<file path="config.mk">
export PLATFORM = sky130hd
export DESIGN_NAME = config_byte_loader
export DESIGN_NICKNAME = d
export VERILOG_FILES = /design/src/rtl/config_byte_loader.sv
export SDC_FILE = /design/constraint.sdc
export NUM_CORES = 1
export LEC_CHECK = 0
export CAP_MARGIN = 15
export CORE_MARGIN = 4
export CORE_UTILIZATION = 57
export DETAILED_ROUTE_END_ITERATION = 10
export HOLD_SLACK_MARGIN = 0.1
export PLACE_DENSITY = 0.84
export SYNTH_ARGS = -nofsm -noshare
export SYNTH_HDL_FRONTEND = slang
export SYNTH_SLANG_ARGS = --single-unit
</file>
<file path="constraint.sdc">
create_clock -name clk -period 5.81 [get_ports clk]
set_clock_uncertainty 0.05 [all_clocks]
set_input_delay 1.162 -clock clk [delete_from_list [all_inputs] [get_ports clk]]
set_output_delay 1.162 -clock clk [all_outputs]
set_load 0.05 [all_outputs]
</file>
<file path="src/rtl/config_byte_loader.sv">
// config_byte_loader: parses header/payload/checksum byte frames into data and test configuration registers
package config_byte_loader_pkg;
    typedef struct packed {
        logic [12:0] mode;
        logic [31:0] value;
    } data_config_struct;
    typedef struct packed {
        logic        driver_valid;
        logic [68:0] settings;
    } test_config_struct;
endpackage

module config_byte_loader
    import config_byte_loader_pkg::*;
#(
    parameter logic [7:0] HDR_DATA = 8'hA1,
    parameter logic [7:0] HDR_TEST = 8'hA2
) (
    input  logic              clk,
    input  logic              rst,
    input  logic [7:0]        byte_in,
    input  logic              byte_valid,
    output logic              byte_ready,
    input  logic              cfg_lock,
    output data_config_struct data_cfg,
    output test_config_struct test_cfg,
    output logic              data_cfg_upd,
    output logic              test_cfg_upd,
    output logic              err,
    output logic [1:0]        err_code,
    output logic              busy
);
    typedef enum logic [1:0] {HDR, PAY, CHK, COMMIT} state_t;

    state_t      state, state_nxt;
    logic        tgt;
    logic [3:0]  cnt;
    logic [7:0]  csum;
    logic [71:0] shadow;
    logic        xfer, hdr_ok, last, match, commit, hdr_err, chk_err;

    assign byte_ready = !rst && state != COMMIT;
    assign busy       = state != HDR;
    assign xfer       = byte_valid && byte_ready;
    assign hdr_ok     = byte_in == HDR_DATA || byte_in == HDR_TEST;
    assign last       = cnt == (tgt ? 4'd8 : 4'd5);
    assign match      = byte_in == csum;
    assign hdr_err    = state == HDR && xfer && !hdr_ok;
    assign chk_err    = state == CHK && xfer && !match;
    assign commit     = !cfg_lock && ((state == CHK && xfer && match) || state == COMMIT);

    // state register
    always_ff @(posedge clk) begin
        if (rst) state <= HDR;
        else     state <= state_nxt;
    end

    // next-state: a locked commit parks in COMMIT until cfg_lock falls
    always_comb begin
        state_nxt = state;
        case (state)
            HDR:     state_nxt = xfer && hdr_ok ? PAY : HDR;
            PAY:     state_nxt = xfer && last ? CHK : PAY;
            CHK:     state_nxt = !xfer ? CHK : (match && cfg_lock ? COMMIT : HDR);
            default: state_nxt = cfg_lock ? COMMIT : HDR;
        endcase
    end

    // frame assembly, output registers and status pulses
    always_ff @(posedge clk) begin
        if (rst) begin
            tgt          <= 1'b0;
            cnt          <= '0;
            csum         <= '0;
            shadow       <= '0;
            data_cfg     <= '0;
            test_cfg     <= '0;
            data_cfg_upd <= 1'b0;
            test_cfg_upd <= 1'b0;
            err          <= 1'b0;
            err_code     <= '0;
        end else begin
            data_cfg_upd <= commit && !tgt;
            test_cfg_upd <= commit && tgt;
            err          <= hdr_err || chk_err;
            if (hdr_err) err_code <= 2'b01;
            else if (chk_err) err_code <= 2'b10;
            if (state == HDR && xfer && hdr_ok) begin
                tgt  <= byte_in == HDR_TEST;
                cnt  <= '0;
                csum <= byte_in;
            end
            if (state == PAY && xfer) begin
                shadow[{cnt, 3'b000} +: 8] <= byte_in;
                csum <= csum ^ byte_in;
                cnt  <= cnt + 4'd1;
            end
            if (commit && !tgt) data_cfg <= data_config_struct'(shadow[44:0]);
            if (commit && tgt) test_cfg <= test_config_struct'(shadow[69:0]);
            if (commit || chk_err) shadow <= '0;
        end
    end
endmodule

</file>
==> Word level (Yosys, flattened, before mapping) <==
Index checks and enable logic that the tools add are counted.
{ "classes": {"n_eq_ne": 8, "mux": 14, "shift": 2, "n_addsub": 2, "n_reduce_logical": 30, "n_bitwise": 1} }
{ "ops": {"columns": ["cell", "count"], "rows": [
  ["$bwmux 72", 1],
  ["$shift 8x9->72 const A", 1],
  ["$shiftx 8x9->72", 1],
  ["$eq 8x8->1 const B", 2],
  ["$mux 8", 2],
  ["$logic_and 1x1->1", 15],
  ["$mux 4", 3],
  ["$neg 7->9", 1],
  ["$eq 8x8->1", 1],
  ["$mux 2", 4],
  ["$xor 8x8->8", 1],
  ["$pmux 2 s3", 1],
  ["$reduce_bool 2->1", 3],
  ["$logic_not 1->1", 5],
  ["$add 4x1->4 const B", 1],
  ["$eq 2x2->1 const B", 2],
  ["$eq 4x4->1", 1],
  ["$logic_or 1x1->1", 4],
  ["$reduce_or 2->1", 2],
  ["$mux 1", 3],
  ["$eq 2x1->1 const B", 1],
  ["$logic_not 2->1", 1],
  ["$ne 2x2->1 const B", 1]
]} }
{ "totals": {"reg_bits": 207, "wordCells": 71, "in_bits": 12, "output_inout_bits": 122} }

==> Longest topological paths before layout <==
Gate-level depths: netlist of run 1.
{ "depth": {"word_depth": 9, "depth_mapped": 9, "depth_no_buf": 7} }

==> Worst setup path before layout of run 1 <==
Ideal clock, no wire load.
{ "synth_path": {"path_type": "input to output", "start": "in rst", "end": "out byte_ready", "stages": 3, "path_buffers": 2, "t_arrival_ns": 2.326, "required_time_ns": 4.598, "slack_ns": 2.272, "path_cell_list": "clkbuf_1 -> buf_1 -> a21oi_1"} }
{ "synth_via": {"elab_chain_cells": 2} }
{ "synth_lines": {"columns": ["element", "line", "rtl"], "rows": [
  ["from (decl)", "20", "input logic rst,"],
  ["$logic_not 1->1", "42", "assign byte_ready = !rst && state != COMMIT;"],
  ["$logic_and 1x1->1", "42", null],
  ["to (decl)", "23", "output logic byte_ready,"]
]} }
No other way between the ends.

==> Worst setup path after layout of run 1 <==
{ "layout_path": {"start": "in byte_in[1]", "end": "reg shadow[46]"} }
{ "layout_via": {"elab_chain_cells": 6, "word_cells_on_any_way": 10, "cone_classes": "eq/ne: 1; shift: 1; mux: 1; reduce/logical: 7"} }
{ "layout_lines": {"columns": ["element", "line", "rtl"], "rows": [
  ["from (decl)", "21", "input logic [7:0] byte_in,"],
  ["$eq 8x8->1", "47", "assign match = byte_in == csum;"],
  ["$logic_and 1x1->1", "50", "assign commit = !cfg_lock && ((state == CHK && xfer && match) || state == COMMIT);"],
  ["$logic_or 1x1->1", "50", null],
  ["$logic_and 1x1->1", "50", null],
  ["$logic_or 1x1->1", "100", "if (commit || chk_err) shadow <= '0;"],
  ["$reduce_or 2->1 (no line)", null, null],
  ["to (signal, indexed assignment)", "94", "shadow[{cnt, 3'b000} +: 8] <= byte_in;"],
  ["to (decl)", "39", "logic [71:0] shadow;"]
]} }
Parallel ways exist; a longest one is shown, timed or not.
A chain may end at the register's enable or synchronous reset.

==> reports/qor.csv, run 1 <==
metric;value;unit
worst hold slack;0.406;ns
Power, Total;2.74;mW
grt total ovfl;0;
first-pass GRT wire length;32200;microns
CP Max Fanout;63;
CP arrival;4.55;ns
Most used DFF post-synth;dfxtp_1;
synthesized cell area;0.00821;sq mm
library cells used by synthesis;48;
actual slew at the worst max-slew pin;1.05;ns
# setup viols final;0;
CTS tree;built;
Root Driver;clkbuf_16;
share of cells above drive strength 1;5.51;%
area share of and/or/nand/nor cells after synthesis;19.8;%
initial drt markers;489;
DRT antenna net count;0;
pre-CTS setup slack;1.22;ns
full die area;0.0164;sq mm
Tot GR Track Use;23.5;%
CTS Buffer Depth;3;
Required @ worst endpoint;6.15;ns
Crit. End Element;flip-flop;
core box area;0.0140;sq mm
clk_lat worst skew;0.49;ns
Post-Synth Adder-Cell Area;0.610;%
Chip Height;128;microns
syn_area_per_cell;9.15;sq um
kind of critical path;in2reg;
Diodes inserted;0;
final net count;1001;
# IOs;134;
kind of start point of the critical path;input port;
worst min path class;reg2reg;
Synthesized Nets;913;
Crit path top cell by count;buf_4;
Non-Filler Instances;1178;
FFs w/ async S/R, synth;0;%
Setup TNS Final;0;ns
final core utilization;72.6;%
vias in the first global route;6557;
top-count cell post-synth;dfxtp_1;
hpwl dp;12700;microns
LEAKAGE;3.36;nW
Post-CTS Setup Bufs;0;
worst-path cell chain;clkdlybuf4s50_1, xor2_1, nor4_4, a31oi_4, buf_4, o211ai_4, buf_4, a21oi_1;
pin count of the biggest net entering global routing;120;
post-DR wirelength/cell;17.0;microns
top cell type's share of synthesized area;50.0;%
max-slew violation count;0;
RSZ-0062 raised after global routing;no;
via/cell ratio;5.80;
final hold violations;0;
mux share of post-synthesis cell area;13.2;%
max_slew headroom;29.9;%
H-Tree Depth;1;
Worst-path clk slew;0.06;ns
Post-synth EDFFs;0;
Tcrit/Tclk final;72.3;%
width of the die;128;microns
Synth top cells by count;205 x dfxtp_1, 181 x nand2_1, 108 x mux2i_1, 54 x nor3_1, 52 x a21oi_1;
Synth area leader;dfxtp_1;
slowest stage delay, CP;1.04;ns
design area;0.0102;sq mm
Synth area leaders;dfxtp_1 50%, mux2i_1 13%, nand2_1 8.3%, a31o_1 4.3%, nor3_1 3.3%;
Max VDD drop;0.220;mV
slowest CP cell;clkdlybuf4s50_1;
GPL Wtd Cong;0.861;
Compound-Gate Fraction of Synth Area;9.92;%
drc violations;0;
Synth Instances;897;
Post-CTS Resized;0;
fin worst setup slack;1.61;ns
total CTS buffers;21;
Cell Area, Placed;0.00952;sq mm
synthesis-to-layout area growth;23.8;%
largest family of logic cells by synthesized area;simple AND/OR/NAND/NOR gates;
minimum clock period after layout;4.20;ns
clk sinks;205;
starting density of the core;58.7;%
XOR/XNOR Fraction of Synth Area;1.71;%
Yosys reg bits;205;
DRT Pass-1 Iters;6;
Synth Warn #;0;
Rows;43;
status;finished, final reports clean;
post-synthesis sequential area ratio;50.0;%
cts hold-fix bufs;0;
initial antenna violation count;0;
max-cap violations;0;
pwr dens;270;mW/mm^2
Fillers;1056;
Vias;6829;
PortBufs;133;
Cells after DPL;1142;
total wire length;20000;microns
Max Freq;238;MHz
## cell type report
class                           instances  area, sq um  area share (%)
Inverter                                6         25.0           0.246
Clock buffer                           32          617            6.07
Timing Repair Buffer                  143         1430            14.1
Multi-Input combinational cell        608         3730            36.7
Sequential cell                       205         4110            40.4
Tap cell                              180          225            2.22
Clock inverter                          4         27.5           0.271
## cell usage in the layout, fill, tap and decap left out, types with 5 or more instances in the layout
master,synthesis,layout
dfxtp_1,205,204
nand2_1,181,181
clkdlybuf4s50_1,0,133
mux2i_1,108,108
nor3_1,54,54
a21oi_1,52,52
nor2_1,48,48
nand3_1,42,42
a31o_1,40,40
clkbuf_16,0,21
xor2_1,12,12
and3_1,9,9
buf_4,8,8
o21ai_0,7,7
clkbuf_1,40,6
inv_1,6,5
a31o_2,5,5
clkbuf_8,0,5
## cells by family after synthesis
kind of cell,count (synthesis)
muxes,108
DFF,205
and+or+nand+nor,361
buffers and inverters,84
AOI/OAI and AO/OA,119
xor gates and xnor gates,16
adders and majority gates,4
## registers in the layout, indices dropped and copies added, names as in the netlist
register,cells
data_cfg_upd,1
test_cfg,70
state,2
data_cfg,45
cnt,4
csum,8
err,1
err_code,2
tgt,1
shadow,70
test_cfg_upd,1
## final timing paths
check / slack [ns] / endpoint / start / depth (start not counted)
hold reg to reg: 0.41 / shadow[41]$_SDFFE_PP0P_ / shadow[41]$_SDFFE_PP0P_ / 2
setup / recovery: 1.61 / shadow[46]$_SDFFE_PP0P_ / byte_in[1] / 8
setup reg to reg: 2.83 / shadow[46]$_SDFFE_PP0P_ / state[0]$_SDFF_PP0_ / 7
hold / removal: 0.41 / shadow[41]$_SDFFE_PP0P_ / shadow[41]$_SDFFE_PP0P_ / 2
## worst max-delay path: cells and delay by family
family / cells / cell delay [ns]
AND/OR/NAND/NOR: 1 / 0.10
buffers and inverters: 3 / 1.84
XOR/XNOR: 1 / 0.32
AO/OA/AOI/OAI: 3 / 1.08
## metal layers
metal,up-vias,track usage (%),wire length (microns)
met5,-,0,0
met1,3293,31.1,8620
met3,38,3.08,1170
met4,0,6.49,397
met2,228,40.5,9850
li1,3270,-,-
## power by group
| group | switching [mW] | internal, mW | total, mW |
|---|---|---|---|
| Clock | 0.526 | 0.732 | 1.26 |
| Combinational | 0.0591 | 0.0188 | 0.0779 |
| Sequential | 0.00121 | 1.41 | 1.41 |
| Total | 0.587 | 2.16 | 2.74 |
Power figures use the tool's default switching activity.
==> run 2, diff against run 1 <==
- CORE_UTILIZATION: 57 -> 48
- PLACE_DENSITY: 0.84 -> 0.76
- clock period: 5.81 -> 3.7 ns (I/O delays scaled with it)
==> reports/qor.csv, run 2 (synthesized netlist as in run 1, its figures left out) <==
metric;value;unit;change
WHS Path Cells;2;;unchanged
hpwl dp;13400;microns;was 12700 microns
Post-CTS Resized;0;;unchanged
core box area;0.0167;sq mm;was 0.0140 sq mm
pre-CTS setup slack;0.427;ns;was 1.22 ns
# IOs;134;;unchanged
Max VDD drop;0.284;mV;was 0.220 mV
r2r endpoint;shadow[48]$_SDFFE_PP0P_;;was shadow[46]$_SDFFE_PP0P_
total wire length;20400;microns;was 20000 microns
status;finished, final reports clean;;unchanged
final net count;1013;;was 1001
Tot GR Track Use;20.4;%;was 23.5%
post-DR wirelength/cell;16.5;microns;was 17.0 microns
max-slew violation count;0;;unchanged
Setup TNS Final;0;ns;unchanged
first-pass GRT wire length;33700;microns;was 32200 microns
CP Max Fanout;12;;was 63
via/cell ratio;5.50;;was 5.80
worst min path class;reg2reg;;unchanged
pin count of the biggest net entering global routing;99;;was 120
Worst R2R Setup Slack;1.15;ns;was 2.83 ns
vias in the first global route;6611;;was 6557
design area;0.0104;sq mm;was 0.0102 sq mm
share of cells above drive strength 1;7.31;%;was 5.51%
WHS Endpoint;shadow[40]$_SDFFE_PP0P_;;was shadow[41]$_SDFFE_PP0P_
Worst-path clk slew;0.06;ns;about the same
Cell Area, Placed;0.00967;sq mm;was 0.00952 sq mm
clk sinks;205;;unchanged
Critical path buffers and inverters;1;;was 3
DRT antenna net count;0;;unchanged
grt total ovfl;0;;unchanged
GPL Wtd Cong;0.809;;was 0.861
cts hold-fix bufs;0;;unchanged
synthesis-to-layout area growth;26.6;%;was 23.8%
Rows;47;;was 43
pwr dens;435;mW/mm^2;was 270 mW/mm^2
Vias;6776;;was 6829
Tcrit/Tclk final;75.5;%;
CTS Buffer Depth;3;;unchanged
CP arrival;2.00;ns;was 4.55 ns
fin worst setup slack;0.906;ns;was 1.61 ns
final hold violations;0;;unchanged
worst r2r path cells;7;;unchanged
total CTS buffers;21;;unchanged
initial antenna violation count;0;;unchanged
worst-path cell chain;or2_2, clkdlybuf4s50_1;;was clkdlybuf4s50_1, xor2_1, nor4_4, a31oi_4, buf_4, o211ai_4, buf_4, a21oi_1
Root Driver;clkbuf_16;;unchanged
Crit. End Element;output pin;;was flip-flop
starting density of the core;49.2;%;was 58.7%
Post-CTS Setup Bufs;0;;unchanged
H-Tree Depth;1;;unchanged
LEAKAGE;3.47;nW;was 3.36 nW
slowest CP cell;clkdlybuf4s50_1;;unchanged
R2R Path Start;cnt[0]$_SDFFE_PP0P_;;was state[0]$_SDFF_PP0_
minimum clock period after layout;2.79;ns;
CTS tree;built;;unchanged
actual slew at the worst max-slew pin;0.931;ns;was 1.05 ns
Diodes inserted;0;;unchanged
kind of critical path;reg2out;;was in2reg
Max Freq;358;MHz;
kind of start point of the critical path;flip-flop;;was input port
CP delay by family, top;buffers and inverters;;unchanged
max_slew headroom;37.9;%;was 29.9%
drc violations;0;;unchanged
DRT Pass-1 Iters;7;;was 6
Required @ worst endpoint;2.91;ns;was 6.15 ns
clk_lat worst skew;0.50;ns;was 0.49 ns
PortBufs;133;;unchanged
commonest non-fill, non-tap cell in the layout;dfxtp_1;;unchanged
slowest stage delay, CP;0.79;ns;was 1.04 ns
commonest non-fill, non-tap cells in the layout;204 x dfxtp_1, 181 x nand2_1, 132 x clkdlybuf4s50_1;;was 204 x dfxtp_1, 181 x nand2_1, 133 x clkdlybuf4s50_1
RSZ-0062 raised after global routing;no;;unchanged
Chip Height;139;microns;was 128 microns
# setup viols final;0;;unchanged
full die area;0.0193;sq mm;was 0.0164 sq mm
Worst Hold Launch;shadow[40]$_SDFFE_PP0P_;;was shadow[41]$_SDFFE_PP0P_
Top Registers;shadow: 70 flops, test_cfg: 70 flops, data_cfg: 45 flops;;unchanged
initial drt markers;471;;was 489
max-cap violations;0;;unchanged
width of the die;139;microns;was 128 microns
[run 2: changes by cell type in the layout (fill, tap and decap cells not counted), sizes merged]
| cell | change |
|---|---|
| bufinv | +2 |
| clkinv | +3 |
| clkdlybuf4s50 | -1 |
| clkbuf | -2 |
| buf | +13 |
| inv | -1 |
[run 2: layout make-up]
cell class / count / area [sq um]
Clock buffer: 30 / 629
Clock inverter: 8 / 93.8
Fill cell: 1402 / 6310
Inverter: 6 / 25.0
Multi-Input combinational cell: 608 / 3730
Sequential cell: 205 / 4110
Tap cell: 220 / 275
Timing Repair Buffer: 155 / 1530
[run 2: worst max path at each step]
stage	start	endpoint	slack, ns	cells past startpoint
after floorplan	rst	byte_ready	1.01	3
after global placement	byte_in[6]	data_cfg[31]$_SDFFE_PP0P_	0.48	6
after detailed placement	byte_in[6]	data_cfg[0]$_SDFFE_PP0P_	0.43	6
after CTS	state[1]$_SDFF_PP0_	busy	0.91	2
after global routing	state[1]$_SDFF_PP0_	busy	0.83	2
final	state[1]$_SDFF_PP0_	busy	0.91	2
[run 2: report_power, final]
group / internal [mW] / switching [mW] / total (mW)
Sequential: 2.21 / 0.00152 / 2.21
Clock: 1.32 / 0.850 / 2.17
Combinational: 0.0366 / 0.0966 / 0.133
Total: 3.57 / 0.948 / 4.52
[run 2: worst min-delay path, cell delays in order (launching register included)]
cell,delay [ns]
dfxtp_1,0.31
nand2_1,0.05
a21oi_1,0.05
[run 2: stage by stage]
step | hold WS [ns] | total power, mW | utilization (%) | instances
after floorplan | 0.382 | 2.34 | - | 897
final | 0.404 | 4.52 | 62.2 | 1232
after global routing | 0.419 | 4.65 | 62.2 | 1232
after global placement | 0.389 | 2.39 | 57.9 | 1194
after CTS | 0.403 | 4.54 | 62.2 | 1232
after detailed placement | 0.395 | 2.39 | 57.9 | 1194
[run 2: metal layers]
layer  vias to the layer above  routed length (microns)  part of all wire (%)  global-route usage, %
met2                       229                     9550                    47                   33.3
met5                         -                        0                     0                      0
met1                      3220                     9130                    45                   28.6
met3                        32                     1300                   6.4                   3.03
li1                       3295                        -                     -                      -
met4                         0                      384                   1.9                   5.20
==> run 3, diff against run 2 <==
- CORE_UTILIZATION: 48 -> 53
- PLACE_DENSITY: 0.76 -> 0.79
- clock period: 3.7 -> 2.87 ns (I/O delays scaled with it)
==> reports/qor.csv, run 3 (synthesized netlist as in run 1, its figures left out) <==
metric;value;unit;change
Diodes inserted;0;;unchanged
grt total ovfl;0;;unchanged
Max VDD drop;0.407;mV;was 0.284 mV
Tot GR Track Use;22.2;%;was 20.4%
DRT antenna net count;0;;unchanged
first-pass GRT wire length;33200;microns;was 33700 microns
Worst R2R Setup Slack;0.66;ns;was 1.15 ns
max-cap violations;0;;unchanged
slowest stage delay, CP;0.79;ns;about the same
H-Tree Depth;1;;unchanged
worst min path class;reg2reg;;unchanged
via/cell ratio;5.61;;was 5.50
starting density of the core;54.0;%;was 49.2%
RSZ-0062 raised after global routing;no;;unchanged
actual slew at the worst max-slew pin;0.611;ns;was 0.931 ns
Post-CTS Setup Bufs;0;;unchanged
Required @ worst endpoint;2.25;ns;was 2.91 ns
initial drt markers;427;;was 471
Setup TNS Final;0;ns;unchanged
GPL Wtd Cong;0.847;;was 0.809
fin worst setup slack;0.224;ns;was 0.906 ns
Root Driver;clkbuf_16;;unchanged
pwr dens;538;mW/mm^2;was 435 mW/mm^2
Worst-path clk slew;0.06;ns;about the same
max_slew headroom;58.9;%;was 37.9%
clk_lat worst skew;0.49;ns;was 0.50 ns
Chip Height;132;microns;was 139 microns
Tcrit/Tclk final;92.2;%;
Post-CTS Resized;0;;unchanged
Max Freq;378;MHz;
CP Max Fanout;12;;unchanged
PortBufs;133;;unchanged
width of the die;132;microns;was 139 microns
CTS tree;built;;unchanged
Vias;6823;;was 6776
total wire length;20100;microns;was 20400 microns
Fillers;1182;;was 1402
final net count;1029;;was 1013
hpwl dp;12900;microns;was 13400 microns
Power, Total;5.64;mW;was 4.52 mW
CP arrival;2.02;ns;was 2.00 ns
CP delay by family, top;buffers and inverters;;unchanged
Multi-input gate area;0.00373;sq mm;unchanged
synthesis-to-layout area growth;27.6;%;was 26.6%
slowest CP cell;clkdlybuf4s50_1;;unchanged
Top Registers;shadow: 70 flops, test_cfg: 70 flops, data_cfg: 45 flops;;unchanged
share of cells above drive strength 1;8.27;%;was 7.31%
drc violations;0;;unchanged
cts hold-fix bufs;0;;unchanged
sequential cell area;0.00411;sq mm;unchanged
total CTS buffers;21;;unchanged
status;finished, final reports clean;;unchanged
kind of start point of the critical path;flip-flop;;unchanged
# IOs;134;;unchanged
worst-path cell chain;or2_2, clkdlybuf4s50_1;;unchanged
# setup viols final;0;;unchanged
DRT Pass-1 Iters;5;;was 7
core box area;0.0152;sq mm;was 0.0167 sq mm
full die area;0.0175;sq mm;was 0.0193 sq mm
Crit. End Element;output pin;;unchanged
max-slew violation count;0;;unchanged
LEAKAGE;3.54;nW;was 3.47 nW
vias in the first global route;6694;;was 6611
commonest non-fill, non-tap cells in the layout;204 x dfxtp_1, 181 x nand2_1, 132 x clkdlybuf4s50_1;;unchanged
final hold violations;0;;unchanged
Critical path buffers and inverters;1;;unchanged
kind of critical path;reg2out;;unchanged
initial antenna violation count;0;;unchanged
Rows;45;;was 47
pin count of the biggest net entering global routing;85;;was 99
commonest non-fill, non-tap cell in the layout;dfxtp_1;;unchanged
clk sinks;205;;unchanged
CTS Buffer Depth;3;;unchanged
minimum clock period after layout;2.65;ns;
worst hold slack;0.403;ns;was 0.404 ns
post-DR wirelength/cell;16.6;microns;was 16.5 microns
pre-CTS setup slack;0.110;ns;was 0.427 ns
run 3: final cells by class:
cell class                      instances  area share, %
Timing Repair Buffer                  171           16.4
Tap cell                              188           2.24
Clock buffer                           35           6.18
Multi-Input combinational cell        608           35.6
Inverter                                6          0.239
Clock inverter                          3          0.203
Sequential cell                       205           39.2
run 3: worst min-delay path: cells and delay by family (launching register included):
kind | cells | cell delay [ns]
compound gates | 1 | 0.05
flops | 1 | 0.31
simple gates | 1 | 0.05
run 3: routing by layer:
layer / wire (microns) / vias up / GRT usage [%]
li1: - / 3311 / -
met1: 9020 / 3304 / 29.7
met2: 9710 / 184 / 38.0
met3: 1080 / 24 / 3.50
met4: 316 / 0 / 5.48
met5: 0 / - / 0
run 3: worst paths after layout:
kind | start | end | depth (start not counted)
setup / recovery | state[1]$_SDFF_PP0_ | busy | 2
hold / removal | shadow[47]$_SDFFE_PP0P_ | shadow[47]$_SDFFE_PP0P_ | 2
setup reg to reg | cnt[1]$_SDFFE_PP0P_ | shadow[52]$_SDFFE_PP0P_ | 8
hold reg to reg | shadow[47]$_SDFFE_PP0P_ | shadow[47]$_SDFFE_PP0P_ | 2
run 3: report_power, final:
group / leakage [nW] / internal [mW] / total, mW / switching, mW
clock: 0.326 / 1.54 / 2.61 / 1.07
sequential: 1.65 / 2.85 / 2.85 / 0.00192
combinational: 1.56 / 0.0547 / 0.183 / 0.129
total: 3.54 / 4.44 / 5.64 / 1.20
run 3: metrics by stage:
| step | cells | utilization (%) | instance area, sq um |
|---|---|---|---|
| after global placement | 1178 | 64.5 | 9810 |
| after CTS | 1216 | 68.9 | 10500 |
| final | 1216 | 68.9 | 10500 |
| after detailed placement | 1178 | 64.5 | 9810 |
| after global routing | 1216 | 68.9 | 10500 |
| after floorplan | 897 | - | 8210 |
